`config.mk`:
```
export PLATFORM = sky130hd
export DESIGN_NAME = cmos_capture
export DESIGN_NICKNAME = d
export VERILOG_FILES = /design/src/rtl/cmos_capture_pkg.sv /design/src/rtl/sync_edge.sv /design/src/rtl/cmos_capture.sv
export SDC_FILE = /design/constraint.sdc
export NUM_CORES = 1
export LEC_CHECK = 0
export CAP_MARGIN = 20
export CORE_MARGIN = 5
export CORE_UTILIZATION = 50
export CTS_BUF_LIST = sky130_fd_sc_hd__clkbuf_8
export DETAILED_ROUTE_END_ITERATION = 10
export PLACE_DENSITY_LB_ADDON = 0.12
export SETUP_SLACK_MARGIN = 0.05
export SYNTH_ARGS = -nofsm -noshare
export SYNTH_HDL_FRONTEND = slang
export SYNTH_SLANG_ARGS = --single-unit
```
`constraint.sdc`:
```
create_clock -name iCLK -period 2.2 [get_ports iCLK]
set_clock_uncertainty 0.05 [all_clocks]
set_input_delay 0.66 -clock iCLK [delete_from_list [all_inputs] [get_ports iCLK]]
set_output_delay 0.66 -clock iCLK [all_outputs]
set_load 0.02 [all_outputs]
```
`src/rtl/cmos_capture_pkg.sv`:
```
// cmos_capture_pkg
//   Shared definitions for the CMOS camera capture block: capture FSM states,
//   default frame geometry and the widths of the pixel coordinate/address
//   outputs.
package cmos_capture_pkg;

  localparam int H_ACTIVE_DEF = 640;
  localparam int V_ACTIVE_DEF = 480;

  localparam int X_W    = 10;  // column, 0..1023
  localparam int Y_W    = 9;   // row, 0..511
  localparam int ADDR_W = 19;  // 640*480 = 307200 < 2^19
  localparam int SKIP_W = 8;   // discarded-frame counter

  typedef enum logic [1:0] {
    WAIT_CFG = 2'd0,
    WAIT_VS  = 2'd1,
    SKIP     = 2'd2,
    CAPTURE  = 2'd3
  } cap_state_t;

endpackage

```
`src/rtl/sync_edge.sv`:
```
// sync_edge
//   W-bit 2-flop synchronizer with rise/fall pulses.
//   The edge reference (prev) only advances when en is high, so the pulses
//   describe the change between two consecutive *enabled* samples. With en
//   tied high this is a plain per-cycle edge detector; with en = PCLK rise it
//   gives edges of the camera-sampled signal.
// Ports
//   clk, rst : clock, synchronous active-high reset
//   en       : sample enable for the edge reference
//   d        : asynchronous input
//   q        : synchronized copy (2 cycles latency)
//   rise     : q went 0->1 since last enabled sample (valid while en)
//   fall     : q went 1->0 since last enabled sample (valid while en)
module sync_edge #(
  parameter int W = 1
) (
  input  logic         clk,
  input  logic         rst,
  input  logic         en,
  input  logic [W-1:0] d,
  output logic [W-1:0] q,
  output logic [W-1:0] rise,
  output logic [W-1:0] fall
);

  logic [W-1:0] meta;
  logic [W-1:0] prev;

  always_ff @(posedge clk) begin
    if (rst) begin
      meta <= '0;
      q    <= '0;
      prev <= '0;
    end else begin
      meta <= d;
      q    <= meta;
      if (en) prev <= q;
    end
  end

  assign rise = {W{en}} &  q & ~prev;
  assign fall = {W{en}} & ~q &  prev;

endmodule

```
`src/rtl/cmos_capture.sv`:
```
// cmos_capture
//   Captures RGB565 pixels from an 8-bit parallel CMOS camera interface.
//   Camera signals (PCLK included) are oversampled in the system clock
//   domain; each PCLK rising edge of the synchronized copy is one camera
//   sample. After configuration completes, SKIP_FRAMES whole frames are
//   discarded, then every frame is captured with pixel strobes, coordinates
//   and a linear frame-buffer address.
// Ports
//   iCLK, iRST     : system clock (>= 4x PCLK), synchronous active-high reset
//   iCFG_DONE      : camera configured (level); low forces WAIT_CFG
//   iPCLK/iVSYNC/iHREF/iDATA : raw camera bus
//   oPIX, oPIX_VALID, oX, oY, oADDR : pixel and its position, 1-cycle strobe
//   oFRAME_START/oFRAME_DONE : 1-cycle pulses around each captured frame
//   oLINE_ERR      : sticky odd-byte-count line flag
//   oFRAME_CNT     : captured frames, wrapping
module cmos_capture
  import cmos_capture_pkg::*;
#(
  parameter int H_ACTIVE    = H_ACTIVE_DEF,
  parameter int V_ACTIVE    = V_ACTIVE_DEF,
  parameter int SKIP_FRAMES = 2
) (
  input  logic              iCLK,
  input  logic              iRST,
  input  logic              iCFG_DONE,
  input  logic              iPCLK,
  input  logic              iVSYNC,
  input  logic              iHREF,
  input  logic [7:0]        iDATA,
  output logic [15:0]       oPIX,
  output logic              oPIX_VALID,
  output logic [X_W-1:0]    oX,
  output logic [Y_W-1:0]    oY,
  output logic [ADDR_W-1:0] oADDR,
  output logic              oFRAME_START,
  output logic              oFRAME_DONE,
  output logic              oLINE_ERR,
  output logic [7:0]        oFRAME_CNT
);

  localparam logic [X_W-1:0]    X_LIM     = X_W'(H_ACTIVE);
  localparam logic [Y_W-1:0]    Y_LIM     = Y_W'(V_ACTIVE);
  localparam logic [ADDR_W-1:0] LINE_STEP = ADDR_W'(H_ACTIVE);
  localparam logic [SKIP_W-1:0] SKIP_LOAD = SKIP_W'(SKIP_FRAMES);

  // ---------------------------------------------------------------- sync
  logic       pclk_rise;
  logic       unused_pclk_q, unused_pclk_fall, unused_href_rise;
  logic [1:0] ctl_lvl, ctl_rise, ctl_fall;  // {vsync, href}
  logic [7:0] data_meta, data_s;

  sync_edge #(.W(1)) u_pclk_sync (
    .clk (iCLK), .rst (iRST), .en (1'b1), .d (iPCLK),
    .q (unused_pclk_q), .rise (pclk_rise), .fall (unused_pclk_fall)
  );

  sync_edge #(.W(2)) u_ctl_sync (
    .clk (iCLK), .rst (iRST), .en (pclk_rise), .d ({iVSYNC, iHREF}),
    .q (ctl_lvl), .rise (ctl_rise), .fall (ctl_fall)
  );

  // Same 2-flop depth as the control path so data lines up with pclk_rise.
  always_ff @(posedge iCLK) begin
    if (iRST) begin
      data_meta <= '0;
      data_s    <= '0;
    end else begin
      data_meta <= iDATA;
      data_s    <= data_meta;
    end
  end

  logic vs_rise, vs_fall, href_fall, byte_smp;
  assign vs_rise          = ctl_rise[1];
  assign vs_fall          = ctl_fall[1];
  assign href_fall        = ctl_fall[0];
  assign unused_href_rise = ctl_rise[0];
  // a byte is taken only inside an active line of an active frame
  assign byte_smp         = pclk_rise & ctl_lvl[0] & ~ctl_lvl[1];

  // ----------------------------------------------------------------- fsm
  cap_state_t        state;
  logic [SKIP_W-1:0] skip_cnt;
  logic              have_hi;
  logic [7:0]        hi_byte;
  logic [X_W-1:0]    x_cnt;      // column of the next pixel, saturates at H_ACTIVE
  logic [Y_W-1:0]    y_cnt;      // current row, saturates at V_ACTIVE
  logic [ADDR_W-1:0] line_base;  // address of column 0 of the current row
  logic [ADDR_W-1:0] addr_cnt;   // address of the next pixel

  always_ff @(posedge iCLK) begin
    if (iRST) begin
      state        <= WAIT_CFG;
      skip_cnt     <= '0;
      have_hi      <= 1'b0;
      hi_byte      <= '0;
      x_cnt        <= '0;
      y_cnt        <= '0;
      line_base    <= '0;
      addr_cnt     <= '0;
      oPIX         <= '0;
      oPIX_VALID   <= 1'b0;
      oX           <= '0;
      oY           <= '0;
      oADDR        <= '0;
      oFRAME_START <= 1'b0;
      oFRAME_DONE  <= 1'b0;
      oLINE_ERR    <= 1'b0;
      oFRAME_CNT   <= '0;
    end else begin
      oPIX_VALID   <= 1'b0;
      oFRAME_START <= 1'b0;
      oFRAME_DONE  <= 1'b0;
      if (!iCFG_DONE) begin
        // camera being (re)configured: drop everything in flight
        state     <= WAIT_CFG;
        have_hi   <= 1'b0;
        x_cnt     <= '0;
        y_cnt     <= '0;
        line_base <= '0;
        addr_cnt  <= '0;
      end else begin
        unique case (state)
          WAIT_CFG: begin
            state    <= WAIT_VS;
            skip_cnt <= SKIP_LOAD;
          end
          WAIT_VS: begin
            if (vs_fall) begin
              if (skip_cnt == '0) begin
                state        <= CAPTURE;
                oFRAME_START <= 1'b1;
              end else begin
                state <= SKIP;
              end
            end
          end
          SKIP: begin
            if (vs_rise) begin
              skip_cnt <= skip_cnt - SKIP_W'(1);
              state    <= WAIT_VS;
            end
          end
          CAPTURE: begin
            if (vs_rise) begin
              // frame end wins over any line/byte activity in the same sample
              oFRAME_DONE <= 1'b1;
              oFRAME_CNT  <= oFRAME_CNT + 8'd1;
              have_hi     <= 1'b0;
              x_cnt       <= '0;
              y_cnt       <= '0;
              line_base   <= '0;
              addr_cnt    <= '0;
              skip_cnt    <= '0;
              state       <= WAIT_VS;
            end else if (href_fall) begin
              if (have_hi) oLINE_ERR <= 1'b1;
              have_hi <= 1'b0;
              x_cnt   <= '0;
              if (y_cnt < Y_LIM) begin
                y_cnt     <= y_cnt + Y_W'(1);
                line_base <= line_base + LINE_STEP;
                // jump to the next row even when this one was short
                addr_cnt  <= line_base + LINE_STEP;
              end
            end else if (byte_smp) begin
              if (!have_hi) begin
                hi_byte <= data_s;
                have_hi <= 1'b1;
              end else begin
                have_hi <= 1'b0;
                if (x_cnt < X_LIM && y_cnt < Y_LIM) begin
                  oPIX       <= {hi_byte, data_s};
                  oPIX_VALID <= 1'b1;
                  oX         <= x_cnt;
                  oY         <= y_cnt;
                  oADDR      <= addr_cnt;
                  x_cnt      <= x_cnt + X_W'(1);
                  addr_cnt   <= addr_cnt + ADDR_W'(1);
                end
              end
            end
          end
          default: state <= WAIT_CFG;
        endcase
      end
    end
  end

endmodule
```
After elaboration in Yosys (flattened, before gate mapping) --
Cells that the tools add are included.
Word-level totals: flip-flop bits (word level) 167, input bits 14, output and inout port bits 66, word-level logic and storage cells 114
Operators by class: $add $sub $neg 6, magnitude comparators 2, eq/ne operators 8, mux-type cells 30, bitwise logic cells 19, reductions and logical operators 24
Operators with widths (number):
- 19-bit two-way mux | 8
- 10-bit two-way mux | 5
- 9-bit two-way mux | 3
- 8-bit case mux with 3 select lines | 1
- 19-bit by 1-bit adder with 19-bit output (second input constant) | 1
- 19-bit by 10-bit adder with 19-bit output (second input constant) | 1
- 8-bit two-way mux | 2
- 3-bit nonzero test | 4
- 10-bit by 1-bit adder with 10-bit output (second input constant) | 1
- 10-bit < comparator (second input constant) | 1
- 1-bit inverter | 10
- 5-bit AND reduction | 2
- 9-bit by 1-bit adder with 9-bit output (second input constant) | 1
- 9-bit < comparator (second input constant) | 1
- 8-bit by 1-bit adder with 8-bit output (second input constant) | 1
- 2-bit bitwise AND | 4
- 8-bit logical NOT | 1
- 1-bit two-way mux | 8
- 4-bit AND reduction | 2
- 8-bit by 1-bit subtractor with 8-bit output (second input constant) | 1
- 7-bit AND reduction | 1
- 7-bit OR reduction | 1
- 2-bit != test (second input constant) | 3
- 2-bit case mux with 3 select lines | 1
- other kinds (16) | 25

Longest topological paths before layout --
depth in word-level cells 7, gate-level depth with buffers 8, depth with buffers taken out 6

Modules after synthesis --
From an unflattened synthesis, not the netlist that was laid out.
Unflattened totals: cell total of the unflattened synthesis 792, area, all modules 6702.7 µm²
Modules (own cells, without submodules):
- cmos_capture | times used 1, cells each 762, area an instance 6386.1 µm², seq. area each 3022.9 µm²
- sync_edge (u_ctl_sync) | times used 1, cells each 20, area an instance 205.2 µm², seq. area each 120.1 µm²
- sync_edge (u_pclk_sync) | times used 1, cells each 10, area an instance 111.4 µm², seq. area each 60.1 µm²

Worst setup path after synthesis --
No wires, ideal clock.
path kind input to register, start point input port iCFG_DONE, end point register hi_byte[0], setup time 128 ps, arrival time 1962 ps, required time 2022 ps, setup slack 61 ps, cell stages on the path 5, buffers on the path 1, cell sequence buf_2 > nand3_1 > nor3_2 > mux2i_1 > nor2_1
Between the ends: longest elaborated chain between the ends 1
Ends and longest elaborated chain:
- from (decl) | RTL line cmos_capture.sv:25 | input logic iCFG_DONE,
- 6-bit AND reduction (no source line)
- to (signal assigned) | RTL line cmos_capture.sv:168 | hi_byte <= data_s;
- to (decl) | RTL line cmos_capture.sv:85 | logic [7:0] hi_byte;
Every way passes these cells. A chain may end at the register's enable or synchronous reset.

Final worst setup path --
start point register oX[5], end point output port oX[5]
RTL lines:
- from (decl) | RTL line cmos_capture.sv:32 | output logic [X_W-1:0] oX,
- from (signal assigned) | RTL line cmos_capture.sv:175 | oX <= x_cnt;
No word-level cell between the ends.

==> impl_metrics.tcl <==
set metrics [dict create \
    worstPathMaxFanout 2 \
    start_util 0.510 \
    maxCapViolCount 0 \
    routed_wl_um 16700 \
    core_um2 13200 \
    layout_commonest_cell "dfxtp_1" \
    min_path_type "flop to flop" \
    cts_hold_buf 0 \
    synth_enable_flop_cells 0 \
    required_ns 1.49 \
    area_delta_synth_final_pct 24.5 \
    async_reset_ff_frac 0 \
    path_cells "clkdlybuf4s50_1" \
    crit_path_end_kind "primary output" \
    fin_total_pwr_mw 5.15 \
    clkSlewWorstSetupHoldPaths_ns 0.08 \
    syn_inst 796 \
    port_buffers 79 \
    place_area_um2 7890 \
    ir_drop_mv 0.393 \
    vias_per_cell 5.47 \
    place_congestion 0.862 \
    syn_area_um2 6760 \
    tightest_slew_ns 0.510 \
    final_cell_area_um2 8410 \
    clockRootBuffer "clkbuf_8" \
    critPathMaxStageDelay_ns 0.60 \
    fin_util 0.635 \
    antenna_cells 0 \
    p_clk_frac 0.394 \
    row_count 42 \
    first_global_vias 5777 \
    fp.dieArea_um2 15900 \
    synth_top_area_share 0.474 \
    setup_violations 0 \
    wl_per_cell_um 15.4 \
    drc 0 \
    grt_overflow 0 \
    swShare 0.232 \
    vias 5903 \
    layout.nets 911 \
    synth_top_area_cell "dfxtp_1" \
    fp.dieH_um 126 \
    grt_setup_unrepaired "true" \
    arrival_ns 1.38 \
    switchingPower_mw 1.19 \
    seq_area_frac_synth 0.474 \
    grtUsageTotal 0.211 \
    drtPass1Iterations 7 \
    syn_nets 817 \
    yosysUniqueCellTypes 64 \
    fmax_ghz 0.479 \
    grt_pass1_wl_um 27900 \
    cp-start-kind "flop" \
    relSlewSlack 0.658 \
    crit_type "flop to primary output" \
    final_cell_mix "dfxtp_1 (159), nand2_1 (137), a21oi_1 (96)" \
    cts.sinks 160 \
    status "complete, no violations" \
    io_pins 80 \
    cts-htree-levels 4 \
    p_leak_nw 3.72 \
    cts_buffers 17 \
    dp_hpwl_um 11700 \
    path_buf_inv 1 \
    hold_ws_ns 0.395 \
    clockBufferDepth 2 \
    seqPwrFrac 0.572 \
    antenna_found_initial 0 \
    clk_latency_ns 0.45 \
    pwr-share-comb 0.034 \
    drive_gt1_frac 0.107 \
    fin_cells 1079 \
    slowest_stage "clkdlybuf4s50_1" \
    power.density_nw_per_um2 612 \
    period_share 0.948 \
    tritoncts "built" \
    syn_area_per_cell_um2 8.49 \
    yosysWarnings 0 \
    ant_nets 0 \
    dp_cells 1043 \
    synth_flop_cell "dfxtp_1" \
    fin_crit_ns 2.09 \
    crit_family "buffers and inverters" \
    intPower_mw 3.95 \
    synth.area.top_cells "dfxtp_1 (47%), nand2_1 (7.7%), a21oi_1 (7.1%), nor2_1 (4.4%), xor2_1 (2.3%)" \
    finalMaxSlewViolations 0 \
    drt-initial-drc-count 480 \
    yosys_register_bits 160 \
    fp.dieW_um 126 \
    grt_max_degree 55 \
    hold_viol_final 0 \
]
[power groups by stage]
stage               clock, mW  combinational, mW  sequential [mW]
finish                   2.03              0.173             2.94
global route             2.21              0.193             2.95
CTS                      2.07              0.175             2.94
detailed placement          0              0.174             3.01
global placement            0              0.169             3.01
floorplan                   0              0.115             3.00
[logic make-up after synthesis]
| family | after synthesis | share of synthesized area |
|---|---|---|
| AOI/OAI and AO/OA | 177 | 0.157 |
| buffers and inverters | 53 | 0.0369 |
| muxes | 10 | 0.0148 |
| and+or+nand+nor | 356 | 0.262 |
| xor gates and xnor gates | 33 | 0.0428 |
| adders and majority gates | 7 | 0.0130 |
| DFF | 160 | 0.474 |
[metrics by stage]
stage | setup TNS, ns | worst slack, ns
4_1_cts | 0 | 0.0511
2_1_floorplan | 0 | 0.0606
6_report | 0 | 0.114
5_1_grt | 0 | 0.0493
3_5_place_dp | -1.94 | -0.135
3_3_place_gp | -0.763 | -0.0744
[timing repair]
item / in CTS / in global routing
resized for setup: 16 / 50
setup buffers: 0 / 4
setup endpoints to repair: 16 / 57
endpoints found under the hold margin: 0 / 0
gates cloned: 0 / 0
pin swaps: 0 / 2
[sequential cells by signal (all words and copies together) (netlist names), 2 cells and up]
| name | flops |
|---|---|
| addr_cnt | 19 |
| data_meta | 8 |
| data_s | 8 |
| hi_byte | 8 |
| line_base | 12 |
| oADDR | 19 |
| oFRAME_CNT | 8 |
| oPIX | 16 |
| oX | 10 |
| oY | 9 |
| skip_cnt | 8 |
| state | 2 |
| u_ctl_sync.meta | 2 |
| u_ctl_sync.prev | 2 |
| u_ctl_sync.q | 2 |
| x_cnt | 10 |
| y_cnt | 9 |
[layout make-up]
class | instances | area (um2)
flip-flops and latches | 160 | 3200
multi-input cells | 583 | 3330
inverters | 8 | 30.0
clock buffers | 19 | 262
repair buffers | 120 | 1250
well taps | 176 | 220
fillers | 1217 | 4830
clock inverters | 13 | 114
[synth_stat cells (8+ instances only)]
cell / count
o21ai_0: 24
xor2_1: 18
clkbuf_1: 33
nand3_1: 20
dfxtp_1: 160
nand4_1: 15
xnor2_1: 15
a21oi_1: 96
inv_1: 8
nor2b_1: 25
nor2_1: 80
mux2i_1: 10
nand2_1: 138
or3_1: 8
nor3_1: 15
[worst paths after layout]
path                                   start          end  slack (ns)  cells past startpoint
worst max-delay path                   oX[5]        oX[5]        0.11                      1
worst max register to register      y_cnt[7]  addr_cnt[7]        0.12                      6
worst min register to register  data_meta[6]    data_s[6]        0.39                      1
worst min-delay path            data_meta[6]    data_s[6]        0.39                      1
[layer usage]
metal / track usage / vias up / routed length (um)
met4: 0.0713 / 0 / 295
met2: 0.335 / 164 / 7820
li1: - / 2946 / -
met1: 0.288 / 2772 / 7700
met5: 0 / - / 0
met3: 0.0415 / 21 / 846
(Power assumes the default switching activity.)
